## src/rtl/pr_pkg.sv

```systemverilog
// Shared definitions for the priority-encoder request path (pr_en / pr_dec_dispatch).
//   pr_state_e      dispatcher FSM encoding
//   PR_DATA_WIDTH   default number of request lines
//   PR_TIMEOUT      default grant timeout in cycles (0 disables)
//   pr_width()      $clog2 clamped to at least 1 bit
package pr_pkg;

  typedef enum logic {
    ST_IDLE  = 1'b0,
    ST_GRANT = 1'b1
  } pr_state_e;

  localparam int unsigned PR_DATA_WIDTH = 4;
  localparam int unsigned PR_TIMEOUT    = 8;

  // Keeps degenerate widths (1 line, timeout 0) from producing zero-width vectors.
  function automatic int unsigned pr_width(input int unsigned v);
    return (v > 1) ? $clog2(v) : 1;
  endfunction

endpackage

```

## src/rtl/bin2onehot.sv

```systemverilog
// Combinational binary-to-one-hot decoder.
//   code_i      encoded index
//   onehot_o    one-hot decode, all-zero when code_i >= DATA_WIDTH
//   in_range_o  code_i addresses an existing line
module bin2onehot
  import pr_pkg::*;
#(
  parameter int unsigned  DATA_WIDTH = PR_DATA_WIDTH,
  localparam int unsigned SEL_WIDTH  = pr_width(DATA_WIDTH)
) (
  input  logic [SEL_WIDTH-1:0]  code_i,
  output logic [DATA_WIDTH-1:0] onehot_o,
  output logic                  in_range_o
);

  always_comb begin
    onehot_o = '0;
    for (int unsigned i = 0; i < DATA_WIDTH; i++) begin
      onehot_o[i] = (code_i == SEL_WIDTH'(i));
    end
  end

  // Out-of-range codes match no line, so an empty decode is exactly the range error.
  assign in_range_o = |onehot_o;

endmodule

```

## src/rtl/pr_dec_dispatch.sv

```systemverilog
// Receive side of the priority-encoder request path: turns an encoded index into a
// registered one-hot grant and holds it until the serviced unit acks or a timeout fires.
//   clk, rst       clock; synchronous active-high reset
//   code_in        encoded index from pr_en
//   valid_in       code_in valid
//   ready_out      a code can be accepted this cycle (FSM idle)
//   grant_out      registered one-hot grant, all-zero when idle
//   ack_in         serviced unit done, releases the grant
//   done_out       1-cycle pulse: grant released by ack_in
//   timeout_err    1-cycle pulse: grant released by timeout
//   range_err      1-cycle pulse: out-of-range code rejected
module pr_dec_dispatch
  import pr_pkg::*;
#(
  parameter int unsigned  DATA_WIDTH = PR_DATA_WIDTH,
  parameter int unsigned  TIMEOUT    = PR_TIMEOUT,
  localparam int unsigned SEL_WIDTH  = pr_width(DATA_WIDTH)
) (
  input  logic                  clk,
  input  logic                  rst,
  input  logic [SEL_WIDTH-1:0]  code_in,
  input  logic                  valid_in,
  output logic                  ready_out,
  output logic [DATA_WIDTH-1:0] grant_out,
  input  logic                  ack_in,
  output logic                  done_out,
  output logic                  timeout_err,
  output logic                  range_err
);

  localparam int unsigned CntWidth = pr_width(TIMEOUT + 1);
  localparam logic [CntWidth-1:0] CntLast = CntWidth'(TIMEOUT - 1);

  pr_state_e             state_q, state_d;
  logic [DATA_WIDTH-1:0] grant_q, grant_d;
  logic [CntWidth-1:0]   cnt_q, cnt_d;
  logic                  done_q, done_d;
  logic                  tout_q, tout_d;
  logic                  range_q, range_d;

  logic [DATA_WIDTH-1:0] dec_onehot;
  logic                  dec_in_range;

  bin2onehot #(
    .DATA_WIDTH (DATA_WIDTH)
  ) u_bin2onehot (
    .code_i     (code_in),
    .onehot_o   (dec_onehot),
    .in_range_o (dec_in_range)
  );

  always_comb begin
    state_d = state_q;
    grant_d = grant_q;
    cnt_d   = cnt_q;
    done_d  = 1'b0;
    tout_d  = 1'b0;
    range_d = 1'b0;
    unique case (state_q)
      ST_IDLE: begin
        if (valid_in) begin
          if (dec_in_range) begin
            grant_d = dec_onehot;
            cnt_d   = '0;
            state_d = ST_GRANT;
          end else begin
            range_d = 1'b1;
          end
        end
      end
      ST_GRANT: begin
        // ack beats a timeout landing in the same cycle.
        if (ack_in) begin
          grant_d = '0;
          done_d  = 1'b1;
          state_d = ST_IDLE;
        end else if ((TIMEOUT != 0) && (cnt_q == CntLast)) begin
          grant_d = '0;
          tout_d  = 1'b1;
          state_d = ST_IDLE;
        end else if (cnt_q != '1) begin
          cnt_d = cnt_q + CntWidth'(1);
        end
      end
      default: state_d = ST_IDLE;
    endcase
  end

  always_ff @(posedge clk) begin
    if (rst) begin
      state_q <= ST_IDLE;
      grant_q <= '0;
      cnt_q   <= '0;
      done_q  <= 1'b0;
      tout_q  <= 1'b0;
      range_q <= 1'b0;
    end else begin
      state_q <= state_d;
      grant_q <= grant_d;
      cnt_q   <= cnt_d;
      done_q  <= done_d;
      tout_q  <= tout_d;
      range_q <= range_d;
    end
  end

  assign ready_out   = (state_q == ST_IDLE);
  assign grant_out   = grant_q;
  assign done_out    = done_q;
  assign timeout_err = tout_q;
  assign range_err   = range_q;

endmodule
```

## config.mk

```make
export PLATFORM = sky130hd
export DESIGN_NAME = pr_dec_dispatch
export DESIGN_NICKNAME = d
export VERILOG_FILES = /design/src/rtl/pr_pkg.sv /design/src/rtl/bin2onehot.sv /design/src/rtl/pr_dec_dispatch.sv
export SDC_FILE = /design/constraint.sdc
export NUM_CORES = 1
export LEC_CHECK = 0
export CAP_MARGIN = 15
export CORE_MARGIN = 2
export CORE_UTILIZATION = 30
export DETAILED_ROUTE_END_ITERATION = 6
export PLACE_DENSITY = 0.58
export SYNTH_ARGS = -nofsm -noshare
export SYNTH_HDL_FRONTEND = slang
export SYNTH_SLANG_ARGS = --single-unit
```

## constraint.sdc

```tcl
create_clock -name clk -period 2.7 [get_ports clk]
set_input_delay 0.54 -clock clk [delete_from_list [all_inputs] [get_ports clk]]
set_output_delay 0.54 -clock clk [all_outputs]
set_load 0.02 [all_outputs]
```

; ---- Word-level counts from Yosys, hierarchy flattened
; Index checks and enable logic that the tools add are counted.
; W data, S select, Z words.
[totals]
regBits = 12
[op_classes]
n_addsub = 1
eq_ne = 11
muxes = 19
bitwise = 2
n_reduce_logical = 7
[ops]
columns = operator, count
row1 = $mux W4, 9
row2 = $pmux W4 S2, 2
row3 = $mux W1, 7
row4 = $ne A2 B2 Y1 const B, 3
row5 = $reduce_or A3 Y1, 2
row6 = $reduce_and A5 Y1, 1
row7 = $add A4 B1 Y4 const B, 1
row8 = $eq A2 B2 Y1 const B, 2
row9 = $eq A4 B3 Y1 const B, 1
row10 = $ne A2 B1 Y1 const B, 2
row11 = $ne A4 B4 Y1 const B, 1
row12 = $reduce_or A4 Y1, 1
row13 = $ne A3 B2 Y1 const B, 1
row14 = $reduce_and A3 Y1, 1
row15 = $eq A2 B1 Y1 const B, 1
row16 = $logic_not A2 Y1, 1
row17 = $not A1 Y1, 2
row18 = $pmux W1 S2, 1
row19 = $reduce_or A2 Y1, 1

; ---- Logic depth before layout (Yosys ltp)
[depth]
word_depth = 5
ltp_mapped = 4
depth_no_buf = 4

; ---- Modules after synthesis
; Synthesis repeated with hierarchy kept, for this count alone.
[unflattened]
hier_cells = 62
hier_area_um2 = 564.3
[modules_own_cells]
columns = mod, instances, cells_per_inst, area_each_um2, seq_area_each_um2
row1 = pr_dec_dispatch, 1, 56, 526.8, 240.2
row2 = bin2onehot, 1, 6, 37.5, 0.0

; ---- Worst setup path before layout
; OpenSTA, ideal clock, no wires.
[synth_timing]
kind = reg-to-reg
from = register cnt_q[0]
to = register cnt_q[3]
setup_ns = 0.086
t_arrival_ns = 1.409
required_ns = 2.614
slack_ns = 1.205
path_stages_with_launch = 5
n_path_buf = 0
period_less_slack_ns = 1.495
path_cell_list = dfxtp_1 ha_1 and2_1 or4_1 a211oi_1
[synth_via]
elab_chain_len = 5
word_cells_on_any_way = 10
classes_between = add/sub: 1 / eq/ne: 4 / mux: 4 / reduce/logical: 1
[synth_lines]
columns = item, line
row1 = start: declaration, pr_dec_dispatch.sv:36  ; logic [CntWidth-1:0] cnt_q, cnt_d;
row2 = start signal: assignment, pr_dec_dispatch.sv:100  ; cnt_q <= cnt_d;
row3 = $add A4 B1 Y4, pr_dec_dispatch.sv:82  ; cnt_d = cnt_q + CntWidth'(1);
row4 = $mux W4, pr_dec_dispatch.sv:81  ; end else if (cnt_q != '1) begin
row5 = $mux W4, pr_dec_dispatch.sv:77  ; end else if ((TIMEOUT != 0) && (cnt_q == CntLast)) begin
row6 = $mux W4, pr_dec_dispatch.sv:73  ; if (ack_in) begin
row7 = $pmux W4 S2, pr_dec_dispatch.sv:59  ; unique case (state_q)
; Several ways; a longest one is shown, not always the timed one. The select of a mux whose other input is x is not followed.
; A chain may end at the register's enable or synchronous reset.

; ---- Worst setup path in the final report
[layout_timing]
from = register state_q
to = output ready_out
[layout_via]
elab_chain_len = 1
[layout_lines]
columns = item, line
row1 = start: declaration, pr_dec_dispatch.sv:34  ; pr_state_e state_q, state_d;
row2 = start signal: assignment, pr_dec_dispatch.sv:98  ; state_q <= state_d;
row3 = $not A1 Y1, n/a
row4 = end: declaration, pr_dec_dispatch.sv:23  ; output logic ready_out,
; No other way between the ends.

==> flow_metrics.env <==
export IMPL_cts_tree="yes"
export IMPL_die_w_um=44.6
export IMPL_p_sw_frac=0.248
export IMPL_ctsResizeCount=0
export IMPL_place_ws_ps=717
export IMPL_layout_common_cells="clkdlybuf4s50_1 (13), dfxtp_1 (12), a21oi_1 (7)"
export IMPL_ys_seq_area_frac=0.485
export IMPL_vias=458
export IMPL_crit_type="flip-flop to output port"
export IMPL_avgSynthCellArea_um2=9.18
export IMPL_fmax_mhz=531
export IMPL_coreArea_um2=1520
export IMPL_placed_cells=81
export IMPL_regArea_um2=240
export IMPL_cts_sinks=12
export IMPL_synth_ff_type="dfxtp_1"
export IMPL_fin_setup_tns_ps=0
export IMPL_cp_arrival_ps=1340
export IMPL_internal_power_mw=0.255
export IMPL_insertion_delay_ps=270
export IMPL_holdBufCountCts=0
export IMPL_rsz0062_at_grt="no"
export IMPL_grt_max_degree=12
export IMPL_htreeDepth=1
export IMPL_synth_edf_count=0
export IMPL_cts_buffers_inserted=3
export IMPL_crit_family="buffers and inverters"
export IMPL_drive_above_1_share=0.0588
export IMPL_worstPathMaxFanout=7
export IMPL_wl_per_cell_um=12.3
export IMPL_antenna_found_initial=0
export IMPL_start_kind="flip-flop"
export IMPL_slowest_delay_ps=550
export IMPL_crit_path_cell_trace="inv_1, clkdlybuf4s50_1"
export IMPL_outcome="completed"
export IMPL_dr_wl_met3_um=77
export IMPL_fill_cells=148
export IMPL_vias_per_cell=5.45
export IMPL_initial_core_util=0.325
export IMPL_switchingPower_mw=0.0839
export IMPL_power_share_combinational=0.129
export IMPL_fin_cells=84
export IMPL_worst_pin_slew_ps=518
export IMPL_critPathCaptureType="output port"
export IMPL_wl_um=1030
export IMPL_setup_violations=0
export IMPL_p_leak_nw=0.226
export IMPL_area_growth_pct=33.3
export IMPL_clock_tree_root_cell="clkbuf_4"
export IMPL_rows=14
export IMPL_path_buf_inv=2
export IMPL_finClkSkew_ps=3.57
export IMPL_multi_input_area_um2=236
export IMPL_power_frac_clock=0.320
export IMPL_drt_iter0_markers=9
export IMPL_drt_pass1_iter_count=4
export IMPL_path_clk_slew_ps=70
export IMPL_slowest_stage="clkdlybuf4s50_1"
export IMPL_synth_nets=61
export IMPL_post_cts_buffers=0
export IMPL_clock_path_buffers=2
export IMPL_synth_area_um2=495
export IMPL_sequentialPowerShare=0.552
export IMPL_maxCapViolCount=0
export IMPL_grt_pass1_vias=370
export IMPL_place_hpwl_um=692
export IMPL_antenna_cells=0
export IMPL_met1_length_um=490
export IMPL_gp_congestion=0.759
export IMPL_post_route_period_util=0.697
export IMPL_ys_types=23
export IMPL_required_ps=2160
export IMPL_finalWorstSetupSlack_ps=818
export IMPL_synthCells=54
export IMPL_layout_commonest_cell="clkdlybuf4s50_1"
export IMPL_async_flop_share=0
export IMPL_num_io_pins=14
export IMPL_min_period_ps=1880
export IMPL_vdd_drop_max_mv=0.250
export IMPL_hold_viol=0
export IMPL_portBuffers=13
export IMPL_power_density_nw_per_um2=512
export IMPL_fin_nets=77
export IMPL_relSlewSlack=0.654
export IMPL_grt_overflow_total=0
export IMPL_wl_met2_um=449
export IMPL_hold_path_class="flip-flop to flip-flop"
export IMPL_topRoutingLayerUsed="met4"
export IMPL_drc=0
export IMPL_grt_util_all_layers=0.118
export IMPL_grt_pass1_wl_um=1650
export IMPL_ant_nets=0
export IMPL_synth_seq_cells=12
export IMPL_maxSlewViolCount=0
export IMPL_die_area_um2=1990
export IMPL_synth_warnings=0
export IMPL_die_y_um=44.6
-- state kept, by name, indices dropped and copies added, names as in the netlist --
register     flops
range_err        1
done_out         1
grant_out        4
cnt_q            4
timeout_err      1
state_q          1
-- logic make-up (layout without fill, tap and decap cells) --
logic type / after synthesis / after routing / synth area share
compound gates: 16 / 16 / 0.217
fa+ha+maj: 1 / 1 / 0.0252
buf+inv: 5 / 19 / 0.0379
simple gates: 19 / 19 / 0.227
other cells: 1 / 1 / 0.00757
flops: 12 / 12 / 0.485
-- synth_stat cells (2+ instances only) --
library cell | count | area share
dfxtp_1 | 12 | 0.48
a21oi_1 | 7 | 0.071
nand3_1 | 5 | 0.050
a32oi_1 | 4 | 0.071
inv_1 | 3 | 0.023
nor2_1 | 3 | 0.023
clkbuf_1 | 2 | 0.015
nor2b_1 | 2 | 0.025
o211ai_1 | 2 | 0.030
-- metrics by stage --
step	cell area, um2	util	power (mW)	hold WS (ps)
after floorplan	495	-	0.213	449
after global placement	638	0.419	0.234	474
after detailed placement	638	0.419	0.234	471
after CTS	661	0.433	0.345	484
after global routing	661	0.433	0.357	516
final	661	0.433	0.339	486
-- routing by layer --
| metal | vias to the layer above | track usage |
|---|---|---|
| met5 | - | 0 |
| met4 | 0 | 0.0545 |
| met3 | 2 | 0.0653 |
| met2 | 13 | 0.165 |
| met1 | 216 | 0.145 |
| li1 | 227 | - |
-- power groups by stage --
stage	combinational [mW]	clock, mW	sequential, mW
finish	0.0436	0.108	0.187
floorplan	0.0183	0	0.195
global route	0.0469	0.123	0.188
detailed placement	0.0432	0	0.191
global placement	0.0435	0	0.191
CTS	0.0434	0.115	0.187
-- tightest hold or removal path, cell delays in order (launching register included) --
cell and delay (ps):
dfxtp_1 320, nand3_1 60, a21oi_1 50
-- layout make-up --
class | count | area share
flip-flops and latches | 12 | 0.364
multi-input cells | 37 | 0.358
inverters | 3 | 0.0170
well taps | 16 | 0.0303
clock buffers | 3 | 0.0341
repair buffers | 13 | 0.197
-- worst paths after layout --
check / to / depth (start not counted) / startpoint / slack (ps)
max reg2reg: cnt_q[3] / 4 / cnt_q[0] / 1120
min reg2reg: grant_out[1] / 2 / grant_out[1] / 490
max: ready_out / 2 / state_q / 820
min: grant_out[1] / 2 / grant_out[1] / 490
(Power assumes the default switching activity.)
